`config.mk`:
```
export PLATFORM = sky130hd
export DESIGN_NAME = instr_prefetch_queue
export DESIGN_NICKNAME = d
export VERILOG_FILES = /design/src/rtl/kgp_risc_pkg.sv /design/src/rtl/pfq_ring_buffer.sv /design/src/rtl/instr_prefetch_queue.sv
export SDC_FILE = /design/constraint.sdc
export NUM_CORES = 1
export LEC_CHECK = 0
export ABC_AREA = 1
export BUFFER_PORTS_ARGS = -buffer_cell sky130_fd_sc_hd__buf_2
export CAP_MARGIN = 20
export CELL_PAD_IN_SITES_DETAIL_PLACEMENT = 0
export CELL_PAD_IN_SITES_GLOBAL_PLACEMENT = 1
export CORE_MARGIN = 5
export CORE_UTILIZATION = 44
export DETAILED_ROUTE_END_ITERATION = 8
export PLACE_DENSITY = 0.86
export SLEW_MARGIN = 30
export SYNTH_ARGS = -nofsm -noshare
export SYNTH_HDL_FRONTEND = slang
export SYNTH_SLANG_ARGS = --single-unit
export TNS_END_PERCENT = 30
```
`constraint.sdc`:
```
create_clock -name clk -period 6.7 [get_ports clk]
set_input_delay 1.34 -clock clk [delete_from_list [all_inputs] [get_ports clk]]
set_output_delay 1.34 -clock clk [all_outputs]
set_load 0.02 [all_outputs]
```
`src/rtl/kgp_risc_pkg.sv`:
```
// Shared KGP-RISC constants and the prefetch queue entry type.
// Used by instr_prefetch_queue and pfq_ring_buffer.
package kgp_risc_pkg;

  localparam int unsigned XLEN    = 32;
  localparam int unsigned INSTR_W = 32;
  localparam int unsigned PC_STEP = 4;

  localparam logic [XLEN-1:0] DEFAULT_RESET_PC = '0;

  typedef struct packed {
    logic [XLEN-1:0]    pc;
    logic [INSTR_W-1:0] instr;
  } pfq_entry_t;

  // Saturating increment for the performance counters.
  function automatic logic [31:0] sat_inc32(input logic [31:0] v);
    return (&v) ? v : v + 32'd1;
  endfunction

endpackage

```
`src/rtl/pfq_ring_buffer.sv`:
```
// DEPTH-entry ring buffer of {pc, instr} entries with wrap-bit pointers.
// Flush empties the buffer; writes in a flush cycle are ignored.
module pfq_ring_buffer
  import kgp_risc_pkg::*;
#(
  parameter int unsigned DEPTH = 4,
  localparam int unsigned PtrW = $clog2(DEPTH)
) (
  input  logic          clk_i,
  input  logic          rst_ni,
  input  logic          push_i,
  input  pfq_entry_t    push_data_i,
  input  logic          pop_i,
  input  logic          flush_i,
  output logic [PtrW:0] count_o,
  output pfq_entry_t    head_o
);

  localparam logic [PtrW:0] PtrOne = {{PtrW{1'b0}}, 1'b1};

  logic [PtrW:0] head_q, head_d;
  logic [PtrW:0] tail_q, tail_d;
  pfq_entry_t    mem_q [DEPTH];
  pfq_entry_t    mem_d [DEPTH];

  always_comb begin
    head_d = head_q;
    tail_d = tail_q;
    mem_d  = mem_q;
    if (flush_i) begin
      head_d = '0;
      tail_d = '0;
    end else begin
      if (push_i) begin
        mem_d[tail_q[PtrW-1:0]] = push_data_i;
        tail_d                  = tail_q + PtrOne;
      end
      if (pop_i) begin
        head_d = head_q + PtrOne;
      end
    end
  end

  assign count_o = tail_q - head_q;
  assign head_o  = mem_q[head_q[PtrW-1:0]];

  // Storage is reset so the head reads as zero straight out of reset.
  always_ff @(posedge clk_i or negedge rst_ni) begin
    if (!rst_ni) begin
      head_q <= '0;
      tail_q <= '0;
      for (int i = 0; i < DEPTH; i++) begin
        mem_q[i] <= '0;
      end
    end else begin
      head_q <= head_d;
      tail_q <= tail_d;
      mem_q  <= mem_d;
    end
  end

endmodule

```
`src/rtl/instr_prefetch_queue.sv`:
```
// Instruction prefetch queue: credit-based sequential fetch, in-order buffering, redirect flush.
// Define PFQ_PERF_CNT_EN to add the saturating perf_flush_cnt / perf_stall_cnt outputs.
module instr_prefetch_queue
  import kgp_risc_pkg::*;
#(
  parameter int unsigned       DEPTH    = 4,
  parameter int unsigned       ADDR_W   = 32,
  parameter logic [ADDR_W-1:0] RESET_PC = ADDR_W'(DEFAULT_RESET_PC)
) (
  input  logic               clk,
  input  logic               rst,
  input  logic               redirect,
  input  logic [ADDR_W-1:0]  redirect_pc,
  output logic               imem_req,
  output logic [ADDR_W-1:0]  imem_addr,
  input  logic               imem_rvalid,
  input  logic [INSTR_W-1:0] imem_rdata,
  output logic               instr_valid,
  output logic [INSTR_W-1:0] instr,
  output logic [ADDR_W-1:0]  instr_pc,
  input  logic               instr_ready
`ifdef PFQ_PERF_CNT_EN
  ,
  output logic [31:0]        perf_flush_cnt,
  output logic [31:0]        perf_stall_cnt
`endif
);

  localparam int unsigned       CntW   = $clog2(DEPTH) + 1;
  localparam logic [CntW-1:0]   CntOne = {{(CntW-1){1'b0}}, 1'b1};
  localparam logic [CntW:0]     DepthC = (CntW+1)'(DEPTH);
  localparam logic [ADDR_W-1:0] Step   = ADDR_W'(PC_STEP);

  logic [ADDR_W-1:0] fetch_pc_q, fetch_pc_d;
  logic [ADDR_W-1:0] rsp_pc_q, rsp_pc_d;
  logic [CntW-1:0]   outstanding_q, outstanding_d;
  logic [CntW-1:0]   drop_q, drop_d;
  logic [CntW-1:0]   count;
  logic [CntW:0]     credit_used;
  logic [ADDR_W-1:0] redirect_tgt;
  logic              push;
  logic              pop;
  pfq_entry_t        push_entry;
  pfq_entry_t        head_entry;
  logic              unused_pc_lsb;

  assign unused_pc_lsb = ^redirect_pc[1:0];
  assign redirect_tgt  = {redirect_pc[ADDR_W-1:2], 2'b00};

  // In-flight requests include those already marked for dropping, so credits bound total traffic.
  assign credit_used = {1'b0, count} + {1'b0, outstanding_q};
  assign imem_req    = rst && !redirect && (credit_used < DepthC);
  assign imem_addr   = fetch_pc_q;

  assign instr_valid = (count != '0);
  assign instr       = head_entry.instr;
  assign instr_pc    = ADDR_W'(head_entry.pc);
  assign pop         = instr_valid && instr_ready;
  assign push        = imem_rvalid && !redirect && (drop_q == '0);

  assign push_entry.pc    = XLEN'(rsp_pc_q);
  assign push_entry.instr = imem_rdata;

  always_comb begin
    fetch_pc_d    = fetch_pc_q;
    rsp_pc_d      = rsp_pc_q;
    outstanding_d = outstanding_q;
    drop_d        = drop_q;

    unique case ({imem_req, imem_rvalid})
      2'b10:   outstanding_d = outstanding_q + CntOne;
      2'b01:   outstanding_d = outstanding_q - CntOne;
      default: outstanding_d = outstanding_q;
    endcase

    if (redirect) begin
      fetch_pc_d = redirect_tgt;
      rsp_pc_d   = redirect_tgt;
      drop_d     = outstanding_d;
    end else begin
      if (imem_req) begin
        fetch_pc_d = fetch_pc_q + Step;
      end
      if (imem_rvalid && (drop_q != '0)) begin
        drop_d = drop_q - CntOne;
      end
      if (push) begin
        rsp_pc_d = rsp_pc_q + Step;
      end
    end
  end

  always_ff @(posedge clk or negedge rst) begin
    if (!rst) begin
      fetch_pc_q    <= RESET_PC;
      rsp_pc_q      <= RESET_PC;
      outstanding_q <= '0;
      drop_q        <= '0;
    end else begin
      fetch_pc_q    <= fetch_pc_d;
      rsp_pc_q      <= rsp_pc_d;
      outstanding_q <= outstanding_d;
      drop_q        <= drop_d;
    end
  end

  pfq_ring_buffer #(
    .DEPTH (DEPTH)
  ) u_ring (
    .clk_i       (clk),
    .rst_ni      (rst),
    .push_i      (push),
    .push_data_i (push_entry),
    .pop_i       (pop),
    .flush_i     (redirect),
    .count_o     (count),
    .head_o      (head_entry)
  );

`ifdef PFQ_PERF_CNT_EN
  logic [31:0] flush_cnt_q, flush_cnt_d;
  logic [31:0] stall_cnt_q, stall_cnt_d;

  always_comb begin
    flush_cnt_d = redirect ? sat_inc32(flush_cnt_q) : flush_cnt_q;
    stall_cnt_d = (instr_ready && !instr_valid) ? sat_inc32(stall_cnt_q) : stall_cnt_q;
  end

  always_ff @(posedge clk or negedge rst) begin
    if (!rst) begin
      flush_cnt_q <= '0;
      stall_cnt_q <= '0;
    end else begin
      flush_cnt_q <= flush_cnt_d;
      stall_cnt_q <= stall_cnt_d;
    end
  end

  assign perf_flush_cnt = flush_cnt_q;
  assign perf_stall_cnt = stall_cnt_q;
`endif

`ifndef SYNTHESIS
  // A response with nothing in flight means the memory side broke the protocol.
  rsp_legal_a: assert property (@(posedge clk) disable iff (!rst)
    imem_rvalid |-> (outstanding_q != '0));
`endif

endmodule

```
==> flow_summary.yaml <==
grt:
  grt_use_total_pct: 21.3
  overflow: 0
  grt_pass1_vias: 13100
  antenna_found_initial: 0
  grt_pass1_wl_mm: 68.4
  grt_max_degree: 100
floorplanning:
  initial_core_util_pct: 44.6
  die-area_sq_mm: 0.0389
  fp.coreArea_sq_mm: 0.0346
  fp.dieH_um: 197
  num_io_pins: 167
  die_width_um: 197
  rows: 68
clock_tree:
  clk_path_buf_depth: 3
  clock_sinks: 320
  cts_hold_buf: 0
  worstSkewPairLatency_ps: 530
  cts_tree: "yes"
  ctsResizeCount: 0
  cts_made_buffers: 38
  clk_pin_slew_ps: 60
  h-tree-depth: 2
  cts-root-buf: "clkbuf_16"
  post_cts_buffers: 0
drt:
  drc: 0
  first_pass_iters: 7
  wl_per_cell_um: 16.7
  postRouteAntennaNets: 0
  drt_iter0_drc: 1036
  avgViaCountPerCell: 5.33
  via_count: 13500
  drt_wl_total_mm: 42.2
logic_synthesis:
  synth_seq_cells: 320
  ys_seq_area_share_pct: 51.9
  yosysWarnings: 0
  syn_inst: 1939
  syn_avg_cell_area_sq_um: 7.96
  synth_area_sq_mm: 0.0154
  ys_types: 38
sta:
  hold_viol_final: 0
  holdWs_ps: 478
  max_slew_margin_pct: 44.9
  fin_crit_sh_pct: 75.3
  finalSetupViolCount: 0
  drv_slew: 0
  worstMarginPinSlew_ps: 826
  fin_crit_ps: 5050
  finClkSkew_ps: 16.7
  rsz0062_at_grt: "false"
  max_freq_ghz: 0.198
  setup_slack_ps: 1650
  setup_tns_ps: 0
hold_path:
  hold_class: "flip-flop to flip-flop"
critical_path:
  crit_path_start_kind: "flip-flop"
  required_ps: 5360
  path_buf_inv: 5
  cp_top_family: "adder cells"
  crit_top_cell: "inv_1"
  crit_arrival_ps: 3710
  path_class: "flip-flop to output port"
  crit_chain: "ha_1 -> inv_1 -> fa_1 -> xor2_1 -> xor2_1 -> inv_1 -> ha_1 -> inv_1 -> nand2_1 -> nor2_2 -> nand4_4 -> inv_2 -> buf_2"
  cp-end-kind: "output port"
  cpPeakStageDelay_ps: 680
  crit_fanout: 35
  worst_path_max_delay_cell: "dfrtp_4"
pwr:
  ir_worst_vdd_uv: 319
  power_density_mw_per_mm2: 437
  finalPower_mw: 7.73
  leakage_nw: 8.62
placement:
  portBuffers: 160
  post-place-ws_ps: 2190
  place_area_sq_mm: 0.0165
  gp_congestion: 0.863
  place_inst: 2458
  hpwl_mm: 26.2
finish:
  area_growth_pct: 14.7
  stdcell_count: 2525
  nets: 2128
  nFillCells: 3386
  n_antenna_cell: 0
  fin_util_pct: 51.1
  fin_area_sq_mm: 0.0177
  drive_above_1_share_pct: 12.4
run:
  maxCapViolations: 0
outcome:
  status: "complete, no violations"
-- cell families after synthesis --
kind of cell / Yosys count / share of synthesized area (%)
flip-flops: 320 / 51.9
other: 1 / 0.0243
AO/OA/AOI/OAI: 526 / 18.1
buffers and inverters: 250 / 6.56
XOR/XNOR: 16 / 0.908
AND/OR/NAND/NOR: 811 / 21.2
adder cells (fa/ha/maj): 15 / 1.31
-- Yosys cell counts (all sizes together) --
library cell | instances | share of area (%)
nand2 | 486 | 12
o21ai | 399 | 13
dfrtp | 320 | 52
nor2 | 226 | 5.8
inv | 135 | 3.3
nand3 | 76 | 2.5
clkbuf | 68 | 1.7
o22ai | 62 | 2.5
buf | 46 | 1.6
a21oi | 34 | 1.1
o211ai | 17 | 0.86
nand4 | 15 | 0.71
ha | 13 | 1.1
xor2 | 10 | 0.57
xnor2 | 6 | 0.34
nor3 | 5 | 0.16
o21bai | 5 | 0.24
a22oi | 3 | 0.15
a31oi | 3 | 0.12
fa | 2 | 0.26
nand3b | 2 | 0.097
o221ai | 2 | 0.11
and2 | 1 | 0.041
clkinv | 1 | 0.024
conb | 1 | 0.024
o31ai | 1 | 0.049
-- layout make-up --
cell class | count | area, sq um | share of cell area [%]
flip-flops and latches | 320 | 8010 | 45.3
multi-input cells | 1372 | 6450 | 36.5
clock buffers | 60 | 1140 | 6.47
repair buffers | 176 | 955 | 5.39
well taps | 455 | 569 | 3.22
inverters | 136 | 512 | 2.89
clock inverters | 6 | 52.6 | 0.297
-- layer usage --
| metal | vias up | global-route usage, % | routed length, um |
|---|---|---|---|
| met5 | - | 0 | 0 |
| met4 | 0 | 5.44 | 933 |
| met3 | 60 | 3.38 | 2510 |
| met2 | 393 | 34.2 | 19100 |
| met1 | 6424 | 30.4 | 19700 |
| li1 | 6578 | - | - |
-- sequential cells by signal (all words and copies together), names as in the netlist --
register	count
u_ring.mem_q	248
imem_addr	30
rsp_pc_q	30
drop_q	3
outstanding_q	3
u_ring.head_q	3
u_ring.tail_q	3
-- tightest hold or removal path, cell delays in order (launching register included) --
cell,delay [ps]
dfrtp_1,340
nand2_1,50
o21ai_0,60
-- layout by cell type, fill, tap and decap left out, drive strengths merged --
master and instances:
nand2 486, o21ai 399, dfrtp 320, nor2 226, buf 176, inv 138, nand3 76, o22ai 62
clkbuf 60, a21oi 34, o211ai 17, nand4 15, ha 13, xor2 10, xnor2 6, nor3 5
o21bai 5, clkinv 4, conb 4, a22oi 3, a31oi 3, nand3b 2, o221ai 2, fa 2
and2 1, o31ai 1
-- power breakdown --
part / total (mW) / leakage (nW) / internal (mW) / switching (mW)
Sequential: 2.79 / 4.22 / 2.42 / 0.365
Combinational: 2.96 / 3.81 / 0.955 / 2.01
Clock: 1.98 / 0.590 / 1.18 / 0.801
-- path summary, 6_finish.rpt --
path / startpoint / end / slack (ps) / cells past startpoint
max in group asynchronous: rst / u_ring.mem_q[37]$_DFFE_PN0P_ / 4630 / 2
setup / recovery: u_ring.head_q[0]$_DFFE_PN0P_ / imem_req / 1650 / 13
hold / removal: u_ring.mem_q[88]$_DFFE_PN0P_ / u_ring.mem_q[88]$_DFFE_PN0P_ / 480 / 2
setup reg to reg: u_ring.head_q[0]$_DFFE_PN0P_ / drop_q[1]$_DFFE_PN0P_ / 2770 / 17
min in group asynchronous: rst / u_ring.mem_q[6]$_DFFE_PN0P_ / 860 / 1
hold reg to reg: u_ring.mem_q[88]$_DFFE_PN0P_ / u_ring.mem_q[88]$_DFFE_PN0P_ / 480 / 2
Note: power is estimated with default switching activity, not from simulation.
